### config.mk
export PLATFORM = sky130hd
export DESIGN_NAME = fifo_rd_ctrl
export DESIGN_NICKNAME = d
export VERILOG_FILES = /design/src/rtl/fifo_rd_pkg.sv /design/src/rtl/fifo_rd_skid.sv /design/src/rtl/fifo_rd_ctrl.sv
export SDC_FILE = /design/constraint.sdc
export NUM_CORES = 1
export LEC_CHECK = 0
export ABC_CLOCK_PERIOD_IN_PS = 3350
export CAP_MARGIN = 20
export CORE_MARGIN = 8
export CORE_UTILIZATION = 30
export DETAILED_ROUTE_END_ITERATION = 10
export MAX_ROUTING_LAYER = met4
export PLACE_DENSITY_LB_ADDON = 0.15
export SYNTH_ARGS = -nofsm -noshare
export SYNTH_HDL_FRONTEND = slang
export SYNTH_SLANG_ARGS = --single-unit
### constraint.sdc
create_clock -name clk -period 3.35 [get_ports clk]
set_input_delay 0.5025 -clock clk [delete_from_list [all_inputs] [get_ports clk]]
set_output_delay 0.5025 -clock clk [all_outputs]
set_load 0.02 [all_outputs]
### src/rtl/fifo_rd_pkg.sv
// Shared types and constants for the FIFO read controller: FSM state encoding,
// output buffer depth and the read-credit check used to pace fifo_rd_en.
package fifo_rd_pkg;

    typedef enum logic [1:0] {
        IDLE  = 2'd0,
        READ  = 2'd1,
        DRAIN = 2'd2,
        DONE  = 2'd3
    } state_e;

    localparam int SKID_DEPTH = 2;
    localparam int SKID_CNT_W = $clog2(SKID_DEPTH + 1);

    typedef logic [SKID_CNT_W:0] credit_t;

    // A read may be issued only if the word it returns still has a buffer slot,
    // counting words already buffered and the one in flight, net of a same-cycle pop.
    function automatic logic has_credit(
        input logic [SKID_CNT_W-1:0] occupancy,
        input logic                  inflight,
        input logic                  pop
    );
        credit_t used;
        credit_t limit;
        used  = credit_t'(occupancy) + credit_t'(inflight);
        limit = credit_t'(SKID_DEPTH) + credit_t'(pop);
        return used < limit;
    endfunction

endpackage

### src/rtl/fifo_rd_skid.sv
// Small output buffer between the FIFO read port and the stream interface.
// Entry 0 is always the head; pops shift the remaining entries toward it.
module fifo_rd_skid
    import fifo_rd_pkg::*;
#(
    parameter int DATA_W = 8
) (
    input  logic                  clk,
    input  logic                  reset,
    input  logic                  push,
    input  logic [DATA_W-1:0]     push_data,
    input  logic                  pop,
    output logic                  valid,
    output logic [DATA_W-1:0]     data,
    output logic [SKID_CNT_W-1:0] count
);

    logic [SKID_CNT_W-1:0] count_reg;
    logic [SKID_CNT_W-1:0] count_next;
    logic [SKID_CNT_W-1:0] wr_idx;
    logic                  pop_ok;
    logic [DATA_W-1:0]     slot_val [SKID_DEPTH];

    assign pop_ok = pop && (count_reg != '0);

    // The incoming word lands just behind whatever survives this cycle's pop.
    assign wr_idx = count_reg - SKID_CNT_W'(pop_ok);

    always_comb begin
        count_next = count_reg;
        case ({push, pop_ok})
            2'b10:   count_next = count_reg + SKID_CNT_W'(1);
            2'b01:   count_next = count_reg - SKID_CNT_W'(1);
            default: count_next = count_reg;
        endcase
    end

    always_ff @(posedge clk) begin
        if (reset) begin
            count_reg <= '0;
        end else begin
            count_reg <= count_next;
        end
    end

    genvar gi;
    generate
        for (gi = 0; gi < SKID_DEPTH; gi++) begin : g_slot
            logic [DATA_W-1:0] slot_reg;
            logic [DATA_W-1:0] shift_in;

            if (gi < SKID_DEPTH - 1) begin : g_mid
                assign shift_in = slot_val[gi+1];
            end else begin : g_last
                assign shift_in = slot_reg;
            end

            always_ff @(posedge clk) begin
                if (reset) begin
                    slot_reg <= '0;
                end else if (push && (wr_idx == SKID_CNT_W'(gi))) begin
                    slot_reg <= push_data;
                end else if (pop_ok) begin
                    slot_reg <= shift_in;
                end
            end

            assign slot_val[gi] = slot_reg;
        end
    endgenerate

    assign valid = (count_reg != '0);
    assign data  = slot_val[0];
    assign count = count_reg;

endmodule

### src/rtl/fifo_rd_ctrl.sv
// Burst reader: pulls burst_len words from a FIFO and presents them as a
// valid/ready stream. Optional m_parity output enabled by FIFO_RD_PARITY_EN.
module fifo_rd_ctrl
    import fifo_rd_pkg::*;
#(
    parameter int DATA_W = 8,
    parameter int LEN_W  = 5
) (
    input  logic              clk,
    input  logic              reset,
    input  logic              start,
    input  logic [LEN_W-1:0]  burst_len,
    input  logic              fifo_empty,
    output logic              fifo_rd_en,
    input  logic [DATA_W-1:0] fifo_dout,
    output logic              m_valid,
    input  logic              m_ready,
    output logic [DATA_W-1:0] m_data,
    output logic              busy,
    output logic              done,
`ifdef FIFO_RD_PARITY_EN
    output logic              m_parity,
`endif
    output logic [LEN_W-1:0]  rd_count
);

    state_e                state_reg;
    state_e                state_next;
    logic [LEN_W-1:0]      len_reg;
    logic [LEN_W-1:0]      issued_reg;
    logic [LEN_W-1:0]      rd_count_reg;
    logic                  inflight_reg;
    logic [SKID_CNT_W-1:0] occupancy;
    logic                  pop;
    logic                  last_pop;
    logic                  start_ok;
    logic                  rd_en;

    fifo_rd_skid #(
        .DATA_W (DATA_W)
    ) u_skid (
        .clk       (clk),
        .reset     (reset),
        .push      (inflight_reg),
        .push_data (fifo_dout),
        .pop       (pop),
        .valid     (m_valid),
        .data      (m_data),
        .count     (occupancy)
    );

    assign pop      = m_valid && m_ready;
    assign start_ok = (state_reg == IDLE) && start;
    assign last_pop = pop && (rd_count_reg == (len_reg - LEN_W'(1)));

    // Gated by reset so no word is popped from the FIFO while the buffer is being flushed.
    always_comb begin
        rd_en = 1'b0;
        if (!reset && (state_reg == READ) && !fifo_empty && (issued_reg != len_reg)) begin
            rd_en = has_credit(occupancy, inflight_reg, pop);
        end
    end

    always_comb begin
        state_next = state_reg;
        case (state_reg)
            IDLE: begin
                if (start) begin
                    state_next = (burst_len != '0) ? READ : DONE;
                end
            end
            READ: begin
                if (issued_reg == len_reg) begin
                    state_next = DRAIN;
                end
            end
            DRAIN: begin
                if (last_pop) begin
                    state_next = DONE;
                end
            end
            DONE:    state_next = IDLE;
            default: state_next = IDLE;
        endcase
    end

    always_ff @(posedge clk) begin
        if (reset) begin
            state_reg    <= IDLE;
            len_reg      <= '0;
            issued_reg   <= '0;
            rd_count_reg <= '0;
            inflight_reg <= 1'b0;
        end else begin
            state_reg    <= state_next;
            inflight_reg <= rd_en;
            if (start_ok) begin
                len_reg      <= burst_len;
                issued_reg   <= '0;
                rd_count_reg <= '0;
            end else begin
                if (rd_en) begin
                    issued_reg <= issued_reg + LEN_W'(1);
                end
                if (pop) begin
                    rd_count_reg <= rd_count_reg + LEN_W'(1);
                end
            end
        end
    end

    always_comb begin
        fifo_rd_en = rd_en;
        busy       = (state_reg != IDLE);
        done       = (state_reg == DONE);
        rd_count   = rd_count_reg;
    end

`ifdef FIFO_RD_PARITY_EN
    assign m_parity = ^m_data;
`endif

endmodule
# After elaboration in Yosys (flattened, before gate mapping)
# Cells that the tools add are included.
dict set report totals {
  ff_bits 36
  in_bits 18
  output_inout_bits 17
  word_cells 58
}
dict set report op_classes {
  n_addsub 8
  n_lt_le_gt_ge 1
  n_eq_ne 12
  muxes 9
  n_reduce_logical 20
}
# cell count
set op_table {}
lappend op_table {{8-bit 2-to-1 mux} 2}
lappend op_table {{5-bit by 1-bit adder with 5-bit output (second input constant)} 2}
lappend op_table {{5-bit equality test} 2}
lappend op_table {{1-bit logical AND} 9}
lappend op_table {{2-bit 2-to-1 mux} 4}
lappend op_table {{2-bit one-hot mux with 4 select lines} 1}
lappend op_table {{2-bit nonzero test} 4}
lappend op_table {{2-bit by 1-bit equality test with 1-bit output (second input constant)} 3}
lappend op_table {{2-bit equality test (second input constant)} 3}
lappend op_table {{5-bit inequality test} 1}
lappend op_table {{5-bit nonzero test} 1}
lappend op_table {{5-bit by 1-bit subtractor with 5-bit output (second input constant)} 1}
lappend op_table {{2-bit zero test} 2}
lappend op_table {{2-bit inequality test (second input constant)} 2}
lappend op_table {{2-bit one-hot mux with 2 select lines} 1}
lappend op_table {{2-bit by 1-bit adder with 3-bit output} 1}
lappend op_table {{2-bit by 1-bit adder with 3-bit output (first input constant)} 1}
lappend op_table {{3-bit < comparator} 1}
lappend op_table {{3-bit AND reduction} 1}
lappend op_table {{2-bit by 1-bit adder with 2-bit output (second input constant)} 1}
lappend op_table {{1-bit zero test} 2}
lappend op_table {{2-bit by 1-bit inequality test with 1-bit output (second input constant)} 1}
lappend op_table {{2-bit OR reduction} 1}
lappend op_table {{2-bit by 1-bit subtractor with 2-bit output} 1}
lappend op_table {{2 further kinds} 2}

# Logic depth before layout (Yosys ltp)
dict set report logic_depth {
  depth_word 7
  ltp_mapped 9
  ltp_nobuf 8
}

# Modules after synthesis
# A second synthesis with hierarchy kept.
dict set report unflattened {
  hier_cells 214
  hier_area_um2 1924.3
}
# mod n_inst cells_per_inst area_per_inst_um2 seq_area_each_um2
set modules_own_cells {}
lappend modules_own_cells {fifo_rd_ctrl 1 121 1079.8 360.3}
lappend modules_own_cells {fifo_rd_skid 1 93 844.6 360.3}

# Least setup slack after synthesis
# Ideal clock, no wire load.
dict set report synth_timing {
  path_kind {input to register}
  startpoint {input port m_ready}
  endpoint {register u_skid.g_slot[1].slot_reg[0]}
  setup_ns 0.128
  t_arrival_ns 1.984
  required_time_ns 3.222
  path_slack_ns 1.239
  cell_stages 9
  n_path_buf 1
  path_cell_list {o21ai_2 inv_1 clkbuf_1 ha_1 xnor2_1 nand2_1 nor2_2 mux2i_1 nor2_1}
}
dict set report synth_between {
  elab_chain_len 5
}
# element line_no
set synth_lines {}
lappend synth_lines {{start: declaration} fifo_rd_ctrl.sv:17} ;# input logic m_ready,
lappend synth_lines {{1-bit logical AND} fifo_rd_ctrl.sv:52} ;# assign pop = m_valid && m_ready;
lappend synth_lines {{via pop} fifo_rd_ctrl.sv:34} ;# logic pop;
lappend synth_lines {{1-bit logical AND} fifo_rd_skid.sv:24} ;# assign pop_ok = pop && (count_reg != '0);
lappend synth_lines {{2-bit by 1-bit subtractor with 2-bit output} fifo_rd_skid.sv:27} ;# assign wr_idx = count_reg - SKID_CNT_W'(pop_ok);
lappend synth_lines {{2-bit by 1-bit equality test with 1-bit output} fifo_rd_skid.sv:61} ;# end else if (push && (wr_idx == SKID_CNT_W'(gi))) begin
lappend synth_lines {{1-bit logical AND} fifo_rd_skid.sv:61}
lappend synth_lines {{end signal: assignment} fifo_rd_skid.sv:62} ;# slot_reg <= push_data;
lappend synth_lines {{end signal: assignment} fifo_rd_skid.sv:64} ;# slot_reg <= shift_in;
lappend synth_lines {{end: declaration} fifo_rd_skid.sv:49} ;# logic [DATA_W-1:0] slot_reg;
# The timed path passes the listed nets, and every way through them passes these cells.
# A chain may end at the register's enable or synchronous reset.

# Worst setup path in the final report
dict set report layout_timing {
  startpoint {register u_skid.count_reg[0], in the netlist u_skid.count[0]}
  endpoint {output port fifo_rd_en}
}
dict set report layout_between {
  elab_chain_len 5
  elab_cells_between_ends 6
  classes_between {add/sub (2); order compare (1); mux (1); reduce/logical (2)}
}
# element line_no
set layout_lines {}
lappend layout_lines {{start: declaration} fifo_rd_skid.sv:18} ;# logic [SKID_CNT_W-1:0] count_reg;
lappend layout_lines {{start signal: assignment} fifo_rd_skid.sv:42} ;# count_reg <= count_next;
lappend layout_lines {{2-bit nonzero test} fifo_rd_skid.sv:72} ;# assign valid = (count_reg != '0);
lappend layout_lines {{1-bit logical AND} fifo_rd_ctrl.sv:52}
lappend layout_lines {{2-bit by 1-bit adder with 3-bit output} fifo_rd_pkg.sv:27} ;# limit = credit_t'(SKID_DEPTH) + credit_t'(pop);
lappend layout_lines {{3-bit < comparator *} fifo_rd_pkg.sv:28} ;# return used < limit;
lappend layout_lines {{1-bit 2-to-1 mux *} fifo_rd_ctrl.sv:59} ;# if (!reset && (state_reg == READ) && !fifo_empty && (issued_reg != len_reg)) begin
lappend layout_lines {{end: declaration} fifo_rd_ctrl.sv:14} ;# output logic fifo_rd_en,
# Mark *: on every way between the ends. The rest lies on a longest branch, timed or not.

==> impl_metrics.py <==
metrics = {
    "run_status": {
        "status": "complete, no violations",
    },
    "cts": {
        "clk_pin_slew_ns": 0.07,
        "cts_setup_buffers": 0,
        "cts_buffers": 5,
        "htreeDepth": 2,
        "clockBufferDepth": 2,
        "cts_tree": "yes",
        "hold_buffers": 0,
        "insertion_delay_ns": 0.28,
        "clockRootBuffer": "clkbuf_8",
        "cts.sinks": 36,
        "post_cts_resized": 0,
    },
    "synthesis": {
        "avgSynthCellArea_um2": 8.74,
        "synth_nets": 240,
        "syn_area_mm2": 0.00184,
        "synth_cell_types": 37,
        "postSynth.asyncResetShare_pct": 0,
        "yosys_warnings": 0,
        "netlist_instances": 210,
        "synth_edf_count": 0,
        "synth_ff_type": "dfxtp_1",
        "ys_ff_latch": 36,
        "yosysSeqAreaShare_pct": 39.3,
    },
    "place": {
        "dp_hpwl_um": 3150,
        "place_congestion": 0.682,
        "io_buffers": 34,
        "placed_cell_area_mm2": 0.00225,
    },
    "layout": {
        "area_delta_synth_final_pct": 28.6,
        "diodes": 0,
        "drive_gt1_share_pct": 6.94,
        "fin_area_mm2": 0.00236,
        "layout_commonest_cell": "dfxtp_1",
        "nets": 274,
        "final_cell_mix": "36 x dfxtp_1, 34 x clkdlybuf4s50_1, 28 x nand2_1",
    },
    "sta": {
        "setup_viol": 0,
        "hold_viol": 0,
        "fin_tns_setup_ns": 0,
        "max_freq_mhz": 374,
        "post-route-period-util_pct": 79.8,
        "worst_slew_pin_slew_ns": 0.590,
        "period_needed_ns": 2.67,
        "rsz0062_at_grt": "no",
        "slew-limit-headroom_pct": 60.6,
        "finClkSkew_ns": 0.00421,
        "slew_viol_final": 0,
    },
    "pwr": {
        "p_total_mw": 1.27,
        "power_frac_seq_pct": 39.9,
        "pwr-share-comb_pct": 30.4,
        "internal-power_uw": 859,
        "power_switching_uw": 408,
        "pwr-share-clk_pct": 29.7,
        "power_density_mw_per_mm2": 537,
        "peakVddDrop_mv": 0.214,
        "power.leakage_nw": 0.848,
        "swShare_pct": 32.2,
    },
    "die": {
        "initial_utilization_pct": 31.0,
        "io_pins": 35,
        "dieArea_mm2": 0.00888,
        "die_x_um": 94.2,
        "core_area_mm2": 0.00592,
        "rows": 28,
        "die_h_um": 94.2,
    },
    "drt": {
        "vias": 1525,
        "remaining_drc_errors": 0,
        "ant_nets": 0,
        "routed_wl_um": 4320,
        "drt_first_pass_iters": 4,
        "wl_per_cell_um": 13.5,
        "drtIter0Drc": 119,
        "vias_per_cell": 4.77,
    },
    "global_routing": {
        "use_met1_pct": 13.4,
        "grt_pass1_wl_um": 7530,
        "met2_usage_pct": 16.9,
        "grt_pass1_vias": 1551,
        "groute.usage.overall_pct": 11.0,
        "top_usage_layer": "met2",
        "grt_max_degree": 27,
        "use_met3_pct": 3.44,
        "grt-ovfl-total": 0,
        "antenna_found_initial": 0,
    },
    "hold_path": {
        "hold_path_class": "flop to flop",
    },
    "worst_setup_path": {
        "cp_max_fo": 10,
        "cp-end-kind": "primary output",
        "arrival_ns": 2.17,
        "path_class": "flop to primary output",
        "required_ns": 2.85,
        "critPathLaunchType": "flop",
    },
    "job": {
        "cap_violations": 0,
    },
}
[per-stage QoR]
| step | setup WS (ns) | hold WS (ns) | cells | util, % |
|---|---|---|---|---|
| 6_report | 0.675 | 0.479 | 320 | 39.9 |
| 5_1_grt | 0.542 | 0.501 | 320 | 39.9 |
| 4_1_cts | 0.627 | 0.484 | 320 | 39.9 |
| 3_5_place_dp | 0.703 | 0.472 | 312 | 38.1 |
| 3_3_place_gp | 0.702 | 0.464 | 312 | 38.1 |
| 2_1_floorplan | 1.24 | 0.454 | 210 | - |
[logic make-up (layout without fill, tap and decap cells)]
| kind of cell | count (synthesis) | in the layout | share of synthesized area (%) |
|---|---|---|---|
| muxes | 9 | 9 | 4.91 |
| xor gates and xnor gates | 19 | 19 | 9.07 |
| adders and majority gates | 12 | 12 | 8.18 |
| buffers and inverters | 21 | 56 | 4.36 |
| AOI/OAI and AO/OA | 35 | 35 | 14.0 |
| DFF | 36 | 36 | 39.3 |
| and+or+nand+nor | 78 | 78 | 20.2 |
[worst paths after layout]
path	start	endpoint	slack [ns]	cells past startpoint
worst min register to register	u_skid.g_slot[0].shift_in[0]	u_skid.data[0]	0.48	2
worst max register to register	u_skid.count[0]	u_skid.g_slot[0].shift_in[4]	1.30	8
worst max-delay path	u_skid.count[0]	fifo_rd_en	0.68	6
worst min-delay path	u_skid.g_slot[0].shift_in[0]	u_skid.data[0]	0.48	2
[final cells by class]
| type | instances | area, um^2 |
|---|---|---|
| timing repair buffer | 37 | 363 |
| clock buffer | 6 | 72.6 |
| fill | 613 | 3560 |
| clock inverter | 2 | 35.0 |
| sequential | 36 | 721 |
| multi-input combinational | 153 | 1030 |
| inverter | 11 | 41.3 |
| tap | 75 | 93.8 |
[power by group through the flow]
stage / registers [mW] / logic, mW / clock network, mW
finish: 0.506 / 0.385 / 0.376
global route: 0.512 / 0.432 / 0.411
CTS: 0.506 / 0.390 / 0.390
detailed placement: 0.516 / 0.387 / 0
global placement: 0.517 / 0.387 / 0
floorplan: 0.513 / 0.262 / 0
[Yosys cell counts (3+ instances only)]
library cell,count,area [um^2]
a21oi_1,10,50.1
a311oi_1,8,70.1
clkbuf_1,9,33.8
dfxtp_1,36,721
ha_1,12,150
inv_1,11,41.3
mux2i_1,9,90.1
nand2_1,28,105
nand3_1,8,40.0
nor2_1,24,90.1
o21ai_0,6,30.0
or3_1,3,18.8
xnor2_1,11,96.3
xor2_1,8,70.1
[worst max-delay path, cell delays in order, from the launching register on]
cell and delay, ns:
dfxtp_1 0.47, ha_1 0.20, ha_1 0.23, o21ai_2 0.08, o2111ai_4 0.22, inv_1 0.09, clkdlybuf4s50_1 0.60
[metal layers]
layer  part of all wire [%]  vias to the layer above  wire length [um]
li1                       -                      788                 -
met1                     51                      701              2200
met2                     43                       29              1870
met3                    4.4                        7               191
met4                    1.3                        0                57
met5                      0                        -                 0
(Power assumes the default switching activity.)
